File: config.mk
export PLATFORM = sky130hd
export DESIGN_NAME = mem_port_arbiter
export DESIGN_NICKNAME = d
export VERILOG_FILES = /design/src/rtl/mem_port_arbiter.sv
export SDC_FILE = /design/constraint.sdc
export NUM_CORES = 1
export LEC_CHECK = 0
export CORE_MARGIN = 1
export CORE_UTILIZATION = 30
export CTS_CLUSTER_SIZE = 8
export DETAILED_ROUTE_END_ITERATION = 10
export MAX_ROUTING_LAYER = met4
export PLACE_DENSITY_LB_ADDON = 0.12
export SLEW_MARGIN = 30
export SYNTH_ARGS = -nofsm -noshare
export SYNTH_HDL_FRONTEND = slang
export SYNTH_SLANG_ARGS = --single-unit
File: constraint.sdc
create_clock -name clk -period 1.7 [get_ports clk]
set_clock_uncertainty 0.1 [all_clocks]
set_input_delay 0.34 -clock clk [delete_from_list [all_inputs] [get_ports clk]]
set_output_delay 0.34 -clock clk [all_outputs]
set_load 0.005 [all_outputs]
File: src/rtl/mem_port_arbiter.sv
// Arbitrates one single-ported memory/MMIO port between instruction fetch (I)
// and data load/store (D): D has priority, I is protected from starvation.
module mem_port_arbiter #(
  parameter int STARVE_LIMIT = 4
) (
  input  logic        clk,
  input  logic        rst,
  input  logic        flush,
  input  logic        i_req_valid,
  input  logic [31:0] i_req_addr,
  output logic        i_req_ready,
  output logic        i_resp_valid,
  output logic [31:0] i_resp_data,
  input  logic        d_req_valid,
  input  logic        d_req_we,
  input  logic [31:0] d_req_addr,
  input  logic [31:0] d_req_wdata,
  input  logic [3:0]  d_req_wmask,
  output logic        d_req_ready,
  output logic        d_resp_valid,
  output logic [31:0] d_resp_data,
  output logic        mem_req_valid,
  output logic        mem_req_we,
  output logic [31:0] mem_req_addr,
  output logic [31:0] mem_req_wdata,
  output logic [3:0]  mem_req_wmask,
  input  logic        mem_req_ready,
  input  logic        mem_resp_valid,
  input  logic [31:0] mem_resp_data,
  output logic        busy
);

  localparam int CW = $clog2(STARVE_LIMIT + 1);
  localparam logic [CW-1:0] LIMIT = CW'(STARVE_LIMIT);

  typedef enum logic [1:0] {
    IDLE = 2'd0,
    REQ  = 2'd1,
    WAIT = 2'd2
  } state_t;

  state_t          state_r;
  logic [CW-1:0]   starve_cnt_r;
  logic            owner_d_r;
  logic            owner_we_r;
  logic            drop_r;

  logic            i_elig_s;
  logic            d_win_s;
  logic            i_win_s;

  // Grant decision, only meaningful while IDLE
  always_comb begin
    i_elig_s = i_req_valid && !flush;
    d_win_s  = 1'b0;
    i_win_s  = 1'b0;
    if (state_r == IDLE) begin
      d_win_s = d_req_valid && (!i_elig_s || (starve_cnt_r < LIMIT));
      i_win_s = !d_win_s && i_elig_s;
    end else begin
      d_win_s = 1'b0;
      i_win_s = 1'b0;
    end
  end

  assign i_req_ready = i_win_s;
  assign d_req_ready = d_win_s;
  assign busy        = (state_r != IDLE);

  // Transaction FSM with registered memory request and response outputs
  always_ff @(posedge clk) begin
    if (rst) begin
      state_r       <= IDLE;
      starve_cnt_r  <= '0;
      owner_d_r     <= 1'b0;
      owner_we_r    <= 1'b0;
      drop_r        <= 1'b0;
      mem_req_valid <= 1'b0;
      mem_req_we    <= 1'b0;
      mem_req_addr  <= 32'h0000_0000;
      mem_req_wdata <= 32'h0000_0000;
      mem_req_wmask <= 4'h0;
      i_resp_valid  <= 1'b0;
      i_resp_data   <= 32'h0000_0000;
      d_resp_valid  <= 1'b0;
      d_resp_data   <= 32'h0000_0000;
    end else begin
      i_resp_valid <= 1'b0;
      d_resp_valid <= 1'b0;
      case (state_r)
        IDLE: begin
          drop_r <= 1'b0;
          if (d_win_s) begin
            state_r       <= REQ;
            owner_d_r     <= 1'b1;
            owner_we_r    <= d_req_we;
            mem_req_valid <= 1'b1;
            mem_req_we    <= d_req_we;
            mem_req_addr  <= d_req_addr;
            mem_req_wdata <= d_req_we ? d_req_wdata : 32'h0000_0000;
            mem_req_wmask <= d_req_we ? d_req_wmask : 4'h0;
            if (!i_elig_s) begin
              starve_cnt_r <= '0;
            end else if (starve_cnt_r < LIMIT) begin
              starve_cnt_r <= starve_cnt_r + CW'(1);
            end else begin
              starve_cnt_r <= starve_cnt_r;
            end
          end else if (i_win_s) begin
            state_r       <= REQ;
            owner_d_r     <= 1'b0;
            owner_we_r    <= 1'b0;
            mem_req_valid <= 1'b1;
            mem_req_we    <= 1'b0;
            mem_req_addr  <= i_req_addr;
            mem_req_wdata <= 32'h0000_0000;
            mem_req_wmask <= 4'h0;
            starve_cnt_r  <= '0;
          end else begin
            starve_cnt_r <= '0;
          end
        end
        REQ: begin
          // The request stays raised even if a flush kills the fetch
          if (flush && !owner_d_r) begin
            drop_r <= 1'b1;
          end
          if (mem_req_ready) begin
            state_r       <= WAIT;
            mem_req_valid <= 1'b0;
            mem_req_we    <= 1'b0;
            mem_req_addr  <= 32'h0000_0000;
            mem_req_wdata <= 32'h0000_0000;
            mem_req_wmask <= 4'h0;
          end
        end
        WAIT: begin
          if (mem_resp_valid) begin
            state_r <= IDLE;
            drop_r  <= 1'b0;
            if (owner_d_r) begin
              d_resp_valid <= 1'b1;
              d_resp_data  <= owner_we_r ? 32'h0000_0000 : mem_resp_data;
            end else if (!drop_r && !flush) begin
              i_resp_valid <= 1'b1;
              i_resp_data  <= mem_resp_data;
            end
          end else if (flush && !owner_d_r) begin
            drop_r <= 1'b1;
          end
        end
        default: begin
          state_r       <= IDLE;
          mem_req_valid <= 1'b0;
        end
      endcase
    end
  end

endmodule

==> results.py, run 1 <==
metrics = {
    "outcome": {
        "status": "finished with violations",
        "violations": "negative setup slack",
    },
    "synthesis": {
        "synth.distinct_cells": 34,
        "syn_inst": 469,
        "synth_seq_cells": 144,
        "synth_edf_count": 0,
        "syn-mean-instance-area_um2": 10.9,
        "syn-num-nets": 614,
        "ys_seq_area_share_pct": 56.6,
        "netlist_area_um2": 5090,
        "ys.flop_type": "dfxtp_1",
        "yosys_warnings": 0,
        "async_reset_ff_share_pct": 0,
    },
    "global_routing": {
        "antenna_found_initial": 1,
        "grt_pass1_vias": 4789,
        "grt_pass1_wl_um": 25700,
        "grtUsageTotal_pct": 19.5,
        "grt_overflow": 0,
        "grt_max_degree": 41,
    },
    "pwr": {
        "clockPowerShare_pct": 42.5,
        "p_int_mw": 7.11,
        "p_per_area_nw_per_um2": 997,
        "p_switching_mw": 2.31,
        "swShare_pct": 24.5,
        "irDropWorstVdd_mv": 0.694,
        "finalPower_mw": 9.41,
        "seq_power_share_pct": 39.1,
        "comb_power_share_pct": 18.5,
        "p_leak_nw": 4.34,
    },
    "worst_setup_path": {
        "end_kind": "flip-flop",
        "r2r-start": "state_r[0]$_SDFFE_PP0P_",
        "cp_max_fo": 5,
        "required_ns": 1.89,
        "crit_slowest_cell": "or4_4",
        "startpoint": "state_r[0]$_SDFFE_PP0P_",
        "critical_path.max_stage_delay_ns": 0.55,
        "r2r_end": "i_resp_data[31]$_SDFFE_PP0P_",
        "worstPathArrival_ns": 2.07,
        "endpoint": "i_resp_data[31]$_SDFFE_PP0P_",
        "startpoint_type": "flip-flop",
        "path_class": "flip-flop to flip-flop",
        "rrSetupSlack_ns": -0.18,
        "worstPathCellList": "inv_2 > buf_6 > ha_4 > nand2_2 > or4_4 > buf_4 > buf_6 > nand2_2 > a21oi_2",
        "r2r_cells": 9,
    },
    "floorplan": {
        "dieArea_um2": 17500,
        "core_area_um2": 16600,
        "start_util_pct": 30.7,
        "ios": 279,
        "die_w_um": 132,
        "die_height_um": 132,
        "row_count": 47,
    },
    "layout": {
        "fillers": 1454,
        "final_common_cell": "clkdlybuf4s50_1",
        "final_core_util_pct": 56.9,
        "finalNetCount": 921,
        "areaGrowthSynthToFinish_pct": 85.3,
        "finalInstanceArea_um2": 9440,
        "drive_gt1_share_pct": 22.1,
        "final_cell_mix": "clkdlybuf4s50_1 (135), dlygate4sd2_1 (125), dfxtp_1 (119)",
    },
    "timing": {
        "finalCriticalPeriod_ns": 1.88,
        "finalCritPeriodShare_pct": 110,
        "rsz0062_at_grt": "yes",
        "finalHoldViolations": 0,
        "finalMaxSlewViolations": 0,
        "slew_headroom_pct": 69.4,
        "fmax_ghz": 0.533,
        "tightest_slew_ns": 0.457,
        "final.setup.worst_slack_ns": -0.178,
        "final-setup-viol-count": 95,
        "hold_ws_ns": 0.203,
    },
    "route": {
        "drcViolationCount": 0,
        "detail-route-antenna-nets": 0,
        "vias": 4793,
        "firstDrtPassIters": 4,
        "vias_per_cell": 4.75,
        "drt_iter0_drc": 130,
        "drt_wl_total_um": 17000,
        "wire_per_inst_um": 16.9,
    },
    "clock_tree": {
        "cts_tree": "done",
        "root_buffer": "clkbuf_16",
        "cts_hold_buf": 0,
        "insertion_delay_ns": 0.41,
        "clockBufferDepth": 2,
        "htreeDepth": 4,
        "cts.sinks": 144,
        "clk_pin_slew_ns": 0.06,
        "numCtsBuffers": 17,
    },
    "place": {
        "dpl-instance-area_um2": 8310,
        "portBuffers": 278,
        "dp_hpwl_um": 11400,
        "dp_slack_ns": -0.495,
        "gp_congestion": 0.822,
    },
    "flow_run": {
        "drv_cap": 0,
    },
    "hold_path": {
        "hp-class": "input pin to flip-flop",
    },
}
==> routing by layer <==
metal  GRT usage [%]  routed length (µm)  vias to the layer above
met1            22.0                7130                     2266
met2            32.0                8470                      184
met5               -                   0                        -
met4            6.26                 252                        0
met3            6.88                1180                       16
li1                -                   -                     2327
==> sequential cells by signal, indices dropped and copies added (netlist names), 2 cells and up <==
signal	count
starve_cnt_r	3
mem_req_wdata	32
mem_req_addr	32
state_r	2
mem_req_wmask	4
i_resp_data	32
d_resp_data	32
==> critical path, delay by kind of cell, from the launching register on <==
family                     cells  cell delay, ns
AOI/OAI and AO/OA              1            0.06
DFF                            1            0.32
adders and majority gates      1            0.12
and+or+nand+nor                3            0.68
buffers and inverters          4            0.49
==> area by class of cell <==
| cell class | count | area, µm² | area share [%] |
|---|---|---|---|
| clock inverters | 13 | 184 | 1.95 |
| inverters | 6 | 25.0 | 0.265 |
| multi-input cells | 283 | 2340 | 24.8 |
| diodes | 1 | 2.50 | 0.0265 |
| clock buffers | 19 | 453 | 4.80 |
| flip-flops and latches | 144 | 2910 | 30.9 |
| repair buffers | 324 | 3240 | 34.4 |
| well taps | 220 | 275 | 2.92 |
==> cell usage after synthesis (3+ instances only) <==
cell / n / share of area [%]
clkbuf_1: 11 / 0.81
dfxtp_1: 144 / 57
mux2i_1: 33 / 6.5
a22o_1: 68 / 12
buf_2: 11 / 1.1
nand3_1: 4 / 0.39
a21oi_1: 38 / 3.7
nor2_1: 9 / 0.66
buf_4: 4 / 0.59
buf_6: 7 / 1.5
nand2_1: 68 / 5.0
ha_1: 5 / 1.2
a31oi_1: 3 / 0.37
inv_1: 5 / 0.37
nand2b_1: 4 / 0.49
buf_1: 3 / 0.22
o2bb2ai_1: 32 / 5.5
==> how the worst min path moves through the flow <==
stage	from	to	slack, ns	cells past startpoint
finish	rst	owner_d_r$_SDFFE_PP0P_	0.20	2
global route	rst	owner_d_r$_SDFFE_PP0P_	0.22	2
CTS	rst	owner_d_r$_SDFFE_PP0P_	0.19	2
detailed placement	i_resp_data[18]$_SDFFE_PP0P_	i_resp_data[18]$_SDFFE_PP0P_	0.35	2
global placement	i_resp_data[26]$_SDFFE_PP0P_	i_resp_data[26]$_SDFFE_PP0P_	0.34	2
floorplan	i_resp_data[0]$_SDFFE_PP0P_	i_resp_data[0]$_SDFFE_PP0P_	0.35	2
==> cells by family (layout without fill, tap and decap cells) <==
logic type | after synthesis | in the layout | synth area share [%]
buffers and inverters | 42 | 362 | 4.69
AND/OR/NAND/NOR | 97 | 97 | 8.45
multiplexers | 33 | 33 | 6.48
adder cells (fa/ha/maj) | 5 | 5 | 1.23
flip-flops | 144 | 144 | 56.6
other | 0 | 1 | 0
AO/OA/AOI/OAI | 148 | 148 | 22.6
==> through the flow <==
step           TNS (ns)  cells
5_1_grt          -14.15   1010
4_1_cts          -11.39   1002
2_1_floorplan         0    469
3_5_place_dp     -49.36    960
3_3_place_gp     -48.10    960
6_report          -7.52   1010
==> power groups by stage <==
| stage | registers, mW | logic, mW | clock network [mW] |
|---|---|---|---|
| after floorplan | 3.75 | 0.591 | 0 |
| after global placement | 3.74 | 1.53 | 0 |
| after detailed placement | 3.73 | 1.56 | 0 |
| after CTS | 3.67 | 1.57 | 4.09 |
| after global routing | 3.70 | 1.86 | 4.27 |
| final | 3.68 | 1.74 | 4.00 |
==> what timing repair did <==
action                                  in CTS  in global routing
pin swaps                                    1                 33
cloned                                       6                  5
buffers inserted                             5                  8
resized for setup                          173                101
endpoints found under the setup margin     232                148
Power figures use the tool's default switching activity.
==> run 2, diff against run 1 <==
--- a/config.mk
+++ b/config.mk
@@ -7,6 +7,7 @@
 export LEC_CHECK = 0
 export CORE_MARGIN = 1
 export CORE_UTILIZATION = 30
+export CTS_CLUSTER_DIAMETER = 60
 export CTS_CLUSTER_SIZE = 8
 export DETAILED_ROUTE_END_ITERATION = 10
 export MAX_ROUTING_LAYER = met4
==> constraint.sdc (replaced) <==
create_clock -name clk -period 2.34 [get_ports clk]
set_clock_uncertainty 0.1 [all_clocks]
set_input_delay 0.468 -clock clk [delete_from_list [all_inputs] [get_ports clk]]
set_output_delay 0.468 -clock clk [all_outputs]
set_load 0.005 [all_outputs]
==> run 2 against run 1 <==
Against the previous run:
- core utilization down 4.0 points
- critical endpoint is now d_req_ready
- largest cell class unchanged
- register-to-register slack better by 0.44 ns
- via count down 3.2%
- highest routed layer unchanged
- the flow now finishes without violations
==> results.py, run 2 (synthesis gave the netlist of run 1 again) <==
metrics = {
    "timing": {
        "finalCriticalPeriod_ns": 2.22,
        "finalMaxSlewViolations": 0,
        "finalCritPeriodShare_pct": 95.1,
        "slew_headroom_pct": 74.6,
        "hold_ws_ns": 0.272,
        "rsz0062_at_grt": "no",
        "tightest_slew_ns": 0.381,
        "fmax_ghz": 0.449,
        "final-setup-viol-count": 0,
        "finalSetupTns_ns": 0,
        "finalHoldViolations": 0,
        "final.setup.worst_slack_ns": 0.115,
    },
    "worst_setup_path": {
        "path_class": "input pin to primary output",
        "cp_max_fo": 3,
        "r2r_cells": 8,
        "startpoint_type": "input pin",
        "end_kind": "primary output",
        "required_ns": 1.77,
        "worstPathArrival_ns": 1.66,
    },
    "pwr": {
        "finalPower_mw": 6.46,
        "swShare_pct": 23.7,
        "p_switching_mw": 1.53,
        "seq_power_share_pct": 41.4,
        "irDropWorstVdd_mv": 0.501,
        "comb_power_share_pct": 16.6,
        "clockPowerShare_pct": 42.0,
        "p_leak_nw": 3.23,
        "p_per_area_nw_per_um2": 735,
        "p_int_mw": 4.93,
    },
    "layout": {
        "finalNetCount": 895,
        "areaGrowthSynthToFinish_pct": 72.4,
        "fillers": 1471,
        "multi_input_area_um2": 2010,
        "finalInstanceArea_um2": 8780,
        "drive_gt1_share_pct": 7.61,
        "final_cell_mix": "clkdlybuf4s50_1 (274), dfxtp_1 (144), a22o_1 (68), nand2_1 (68), a21oi_1 (38)",
        "area.sequential_um2": 2880,
        "fin_cells": 983,
        "final_common_cell": "clkdlybuf4s50_1",
        "final_core_util_pct": 53.0,
    },
    "place": {
        "portBuffers": 278,
        "dp_slack_ns": -0.121,
        "gp_congestion": 0.780,
        "post-place-cells": 950,
        "dp_hpwl_um": 11400,
        "dpl-instance-area_um2": 8180,
    },
    "global_routing": {
        "grt_pass1_vias": 4758,
        "antenna_found_initial": 1,
        "grtUsageTotal_pct": 18.8,
        "grt_pass1_wl_um": 24900,
        "grt_max_degree": 37,
        "grt_overflow": 0,
    },
    "hold_path": {
        "hp-class": "input pin to flip-flop",
        "min_path_cells": 2,
    },
    "route": {
        "firstDrtPassIters": 4,
        "detail-route-antenna-nets": 0,
        "wire_per_inst_um": 15.9,
        "vias_per_cell": 4.72,
        "drt_wl_total_um": 15600,
        "vias": 4638,
        "drt_iter0_drc": 144,
        "drcViolationCount": 0,
    },
    "clock_tree": {
        "cts.sinks": 144,
        "cts_hold_buf": 0,
        "clk_pin_slew_ns": 0.06,
        "htreeDepth": 4,
        "post-cts-setup-buffers": 0,
        "cts_tree": "done",
        "insertion_delay_ns": 0.41,
        "clockBufferDepth": 2,
        "numCtsBuffers": 17,
        "root_buffer": "clkbuf_16",
    },
    "floorplan": {
        "core_area_um2": 16600,
        "row_count": 47,
        "die_w_um": 132,
        "ios": 279,
        "dieArea_um2": 17500,
        "start_util_pct": 30.7,
        "die_height_um": 132,
    },
    "flow_run": {
        "drv_cap": 0,
    },
    "outcome": {
        "status": "complete, no violations",
    },
}
## run 2: final cells by class
class                   count  share of cell area (%)
repair buffers            298                    34.2
flip-flops and latches    144                    32.8
multi-input cells         283                    22.9
clock buffers              21                    5.13
well taps                 220                    3.13
clock inverters            10                    1.57
inverters                   6                   0.256
diodes                      1                  0.0285
## run 2: metal layers
layer | track usage (%) | part of all wire, % | up-vias
met5 | - | 0 | -
met4 | 6.70 | 1.6 | 0
met1 | 21.0 | 42 | 2157
met3 | 7.19 | 7.7 | 18
li1 | - | - | 2269
met2 | 30.6 | 49 | 194
## run 2: power by group through the flow
stage / Combinational (mW) / Clock (mW) / Sequential, mW
6_report: 1.07 / 2.71 / 2.67
5_1_grt: 1.16 / 2.92 / 2.69
4_1_cts: 1.09 / 2.79 / 2.67
3_5_place_dp: 1.09 / 0 / 2.72
3_3_place_gp: 1.07 / 0 / 2.72
2_1_floorplan: 0.419 / 0 / 2.72
## run 2: timing repair
item	in CTS	in global routing
setup endpoints to repair	3	2
gates resized for setup	3	3
hold endpoints to repair	0	0
## run 2: critical path, stage by stage
cell and delay (ns):
clkdlybuf4s50_1 0.48, nand2b_4 0.18, o211a_2 0.25, dlygate4sd2_1 0.29
## run 2: final timing paths
kind,endpoint,slack (ns),from
min,mem_req_we$_SDFFE_PP0P_,0.27,rst
min reg2reg,i_resp_data[31]$_SDFFE_PP0P_,0.35,i_resp_data[31]$_SDFFE_PP0P_
max,d_req_ready,0.12,flush
max reg2reg,mem_req_wdata[6]$_SDFFE_PP0P_,0.26,state_r[0]$_SDFFE_PP0P_
==> run 3, diff against run 2 <==
--- a/config.mk
+++ b/config.mk
@@ -10,8 +10,10 @@
 export CTS_CLUSTER_DIAMETER = 60
 export CTS_CLUSTER_SIZE = 8
 export DETAILED_ROUTE_END_ITERATION = 10
+export HOLD_SLACK_MARGIN = 0.1
 export MAX_ROUTING_LAYER = met4
 export PLACE_DENSITY_LB_ADDON = 0.12
+export SKIP_CTS_REPAIR_TIMING = 1
 export SLEW_MARGIN = 30
 export SYNTH_ARGS = -nofsm -noshare
 export SYNTH_HDL_FRONTEND = slang
==> run 3 against run 2 <==
Against the previous run:
- core utilization increased by 0.11 points
- global-route usage unchanged
- non-clock buffer count is the same
- highest routed layer unchanged
==> results.py, run 3 (synthesis gave the netlist of run 1 again) <==
metrics = {
    "clock_tree": {
        "htreeDepth": 4,
        "root_buffer": "clkbuf_16",
        "clk_pin_slew_ns": 0.06,
        "clockBufferDepth": 2,
        "insertion_delay_ns": 0.42,
        "numCtsBuffers": 17,
        "cts.sinks": 144,
        "cts_tree": "done",
    },
    "layout": {
        "area.sequential_um2": 2880,
        "final_cell_mix": "clkdlybuf4s50_1 (273), dfxtp_1 (144), a22o_1 (68), nand2_1 (68), a21oi_1 (38)",
        "multi_input_area_um2": 2010,
        "drive_gt1_share_pct": 7.61,
        "final_core_util_pct": 53.1,
        "finalInstanceArea_um2": 8800,
        "areaGrowthSynthToFinish_pct": 72.8,
        "finalNetCount": 895,
        "fillers": 1474,
        "final_common_cell": "clkdlybuf4s50_1",
        "fin_cells": 983,
    },
    "outcome": {
        "status": "complete, no violations",
    },
    "worst_setup_path": {
        "crit_buf_inv": 4,
        "r2r_cells": 8,
        "cp_max_fo": 5,
        "rrSetupSlack_ns": 0.28,
        "path_class": "flip-flop to primary output",
        "crit_slowest_cell": "dfxtp_1",
        "startpoint_type": "flip-flop",
        "r2r-start": "state_r[1]$_SDFFE_PP0P_",
        "critical_path.max_stage_delay_ns": 0.39,
        "required_ns": 1.77,
        "worstPathArrival_ns": 1.53,
        "critPathTopFamily": "buffers and inverters",
        "worstPathCellList": "inv_1 > ha_2 > buf_4 > inv_2 > dlymetal6s2s_1",
        "end_kind": "primary output",
        "r2r_end": "mem_req_wdata[6]$_SDFFE_PP0P_",
    },
    "global_routing": {
        "grt_use_met3_pct": 7.19,
        "busiest_layer": "met2",
        "grt_util_met2_pct": 30.6,
        "antenna_found_initial": 1,
        "grtUsageMet1_pct": 21.0,
        "grtUsageTotal_pct": 18.8,
        "grt_pass1_wl_um": 24900,
        "grt_overflow": 0,
        "grt_max_degree": 37,
        "grt_pass1_vias": 4758,
    },
    "timing": {
        "finalHoldViolations": 0,
        "tightest_slew_ns": 0.379,
        "finalCritPeriodShare_pct": 89.5,
        "final-setup-viol-count": 0,
        "finalMaxSlewViolations": 0,
        "fmax_ghz": 0.478,
        "rsz0062_at_grt": "no",
        "finalSetupTns_ns": 0,
        "slew_headroom_pct": 74.7,
        "finalCriticalPeriod_ns": 2.09,
        "final.setup.worst_slack_ns": 0.247,
    },
    "place": {
        "dp_slack_ns": -0.121,
        "gp_congestion": 0.780,
        "dpl-instance-area_um2": 8180,
        "post-place-cells": 950,
        "dp_hpwl_um": 11400,
        "portBuffers": 278,
    },
    "route": {
        "detail-route-antenna-nets": 0,
        "drt_iter0_drc": 141,
        "firstDrtPassIters": 5,
        "drt_wl_total_um": 15700,
        "vias": 4640,
        "drcViolationCount": 0,
        "wire_per_inst_um": 16.0,
        "vias_per_cell": 4.72,
    },
    "hold_path": {
        "hp-class": "input pin to flip-flop",
        "min_from": "rst",
        "min_path_cells": 2,
        "holdPathEnd": "mem_req_we$_SDFFE_PP0P_",
    },
    "floorplan": {
        "dieArea_um2": 17500,
        "core_area_um2": 16600,
        "die_height_um": 132,
        "row_count": 47,
        "ios": 279,
        "die_w_um": 132,
        "start_util_pct": 30.7,
    },
    "pwr": {
        "p_leak_nw": 3.28,
        "p_per_area_nw_per_um2": 735,
        "irDropWorstVdd_mv": 0.519,
    },
    "flow_run": {
        "drv_cap": 0,
    },
}
## run 3: power breakdown
part           internal, mW  total (mW)  switching [mW]  leakage (nW)
clock                  1.70        2.72            1.02         0.283
combinational         0.646        1.08           0.434          1.83
sequential             2.59        2.67          0.0809          1.17
total                  4.93        6.47            1.54          3.28
## run 3: layout make-up
type / count / share of cell area, %
timing repair buffer: 298 / 34.3
tap: 220 / 3.13
clock inverter: 10 / 1.56
antenna: 1 / 0.0284
clock buffer: 21 / 5.12
sequential: 144 / 32.8
multi-input combinational: 283 / 22.8
inverter: 6 / 0.256
## run 3: stage by stage
| step | hold slack [ns] | power, mW |
|---|---|---|
| global placement | 0.343 | 3.79 |
| finish | 0.271 | 6.47 |
| global route | 0.269 | 6.77 |
| CTS | 0.262 | 6.55 |
| floorplan | 0.353 | 3.14 |
| detailed placement | 0.346 | 3.81 |
## run 3: how the worst max path moves through the flow
stage / start / to / slack (ns) / depth (start not counted)
after floorplan: state_r[0]$_SDFFE_PP0P_ / mem_req_addr[0]$_SDFFE_PP0P_ / 0.54 / 8
after detailed placement: flush / d_req_ready / -0.12 / 4
final: state_r[1]$_SDFFE_PP0P_ / busy / 0.25 / 5
after global routing: state_r[0]$_SDFFE_PP0P_ / i_req_ready / 0.07 / 5
after CTS: state_r[0]$_SDFFE_PP0P_ / busy / -0.20 / 5
after global placement: flush / d_req_ready / -0.09 / 4
## run 3: metal layers
metal | up-vias | share of wire [%] | routed length (µm)
li1 | 2266 | - | -
met1 | 2156 | 43 | 6690
met5 | - | 0 | 0
met2 | 196 | 48 | 7610
met4 | 0 | 1.7 | 263
met3 | 22 | 7.4 | 1170
## run 3: worst register-to-register path: stages, from the launching register on
cell	delay, ns
dfxtp_1	0.39
inv_1	0.09
ha_2	0.20
buf_4	0.15
nor2b_1	0.14
a221oi_2	0.36
nor2_4	0.10
buf_12	0.17
a22o_1	0.24
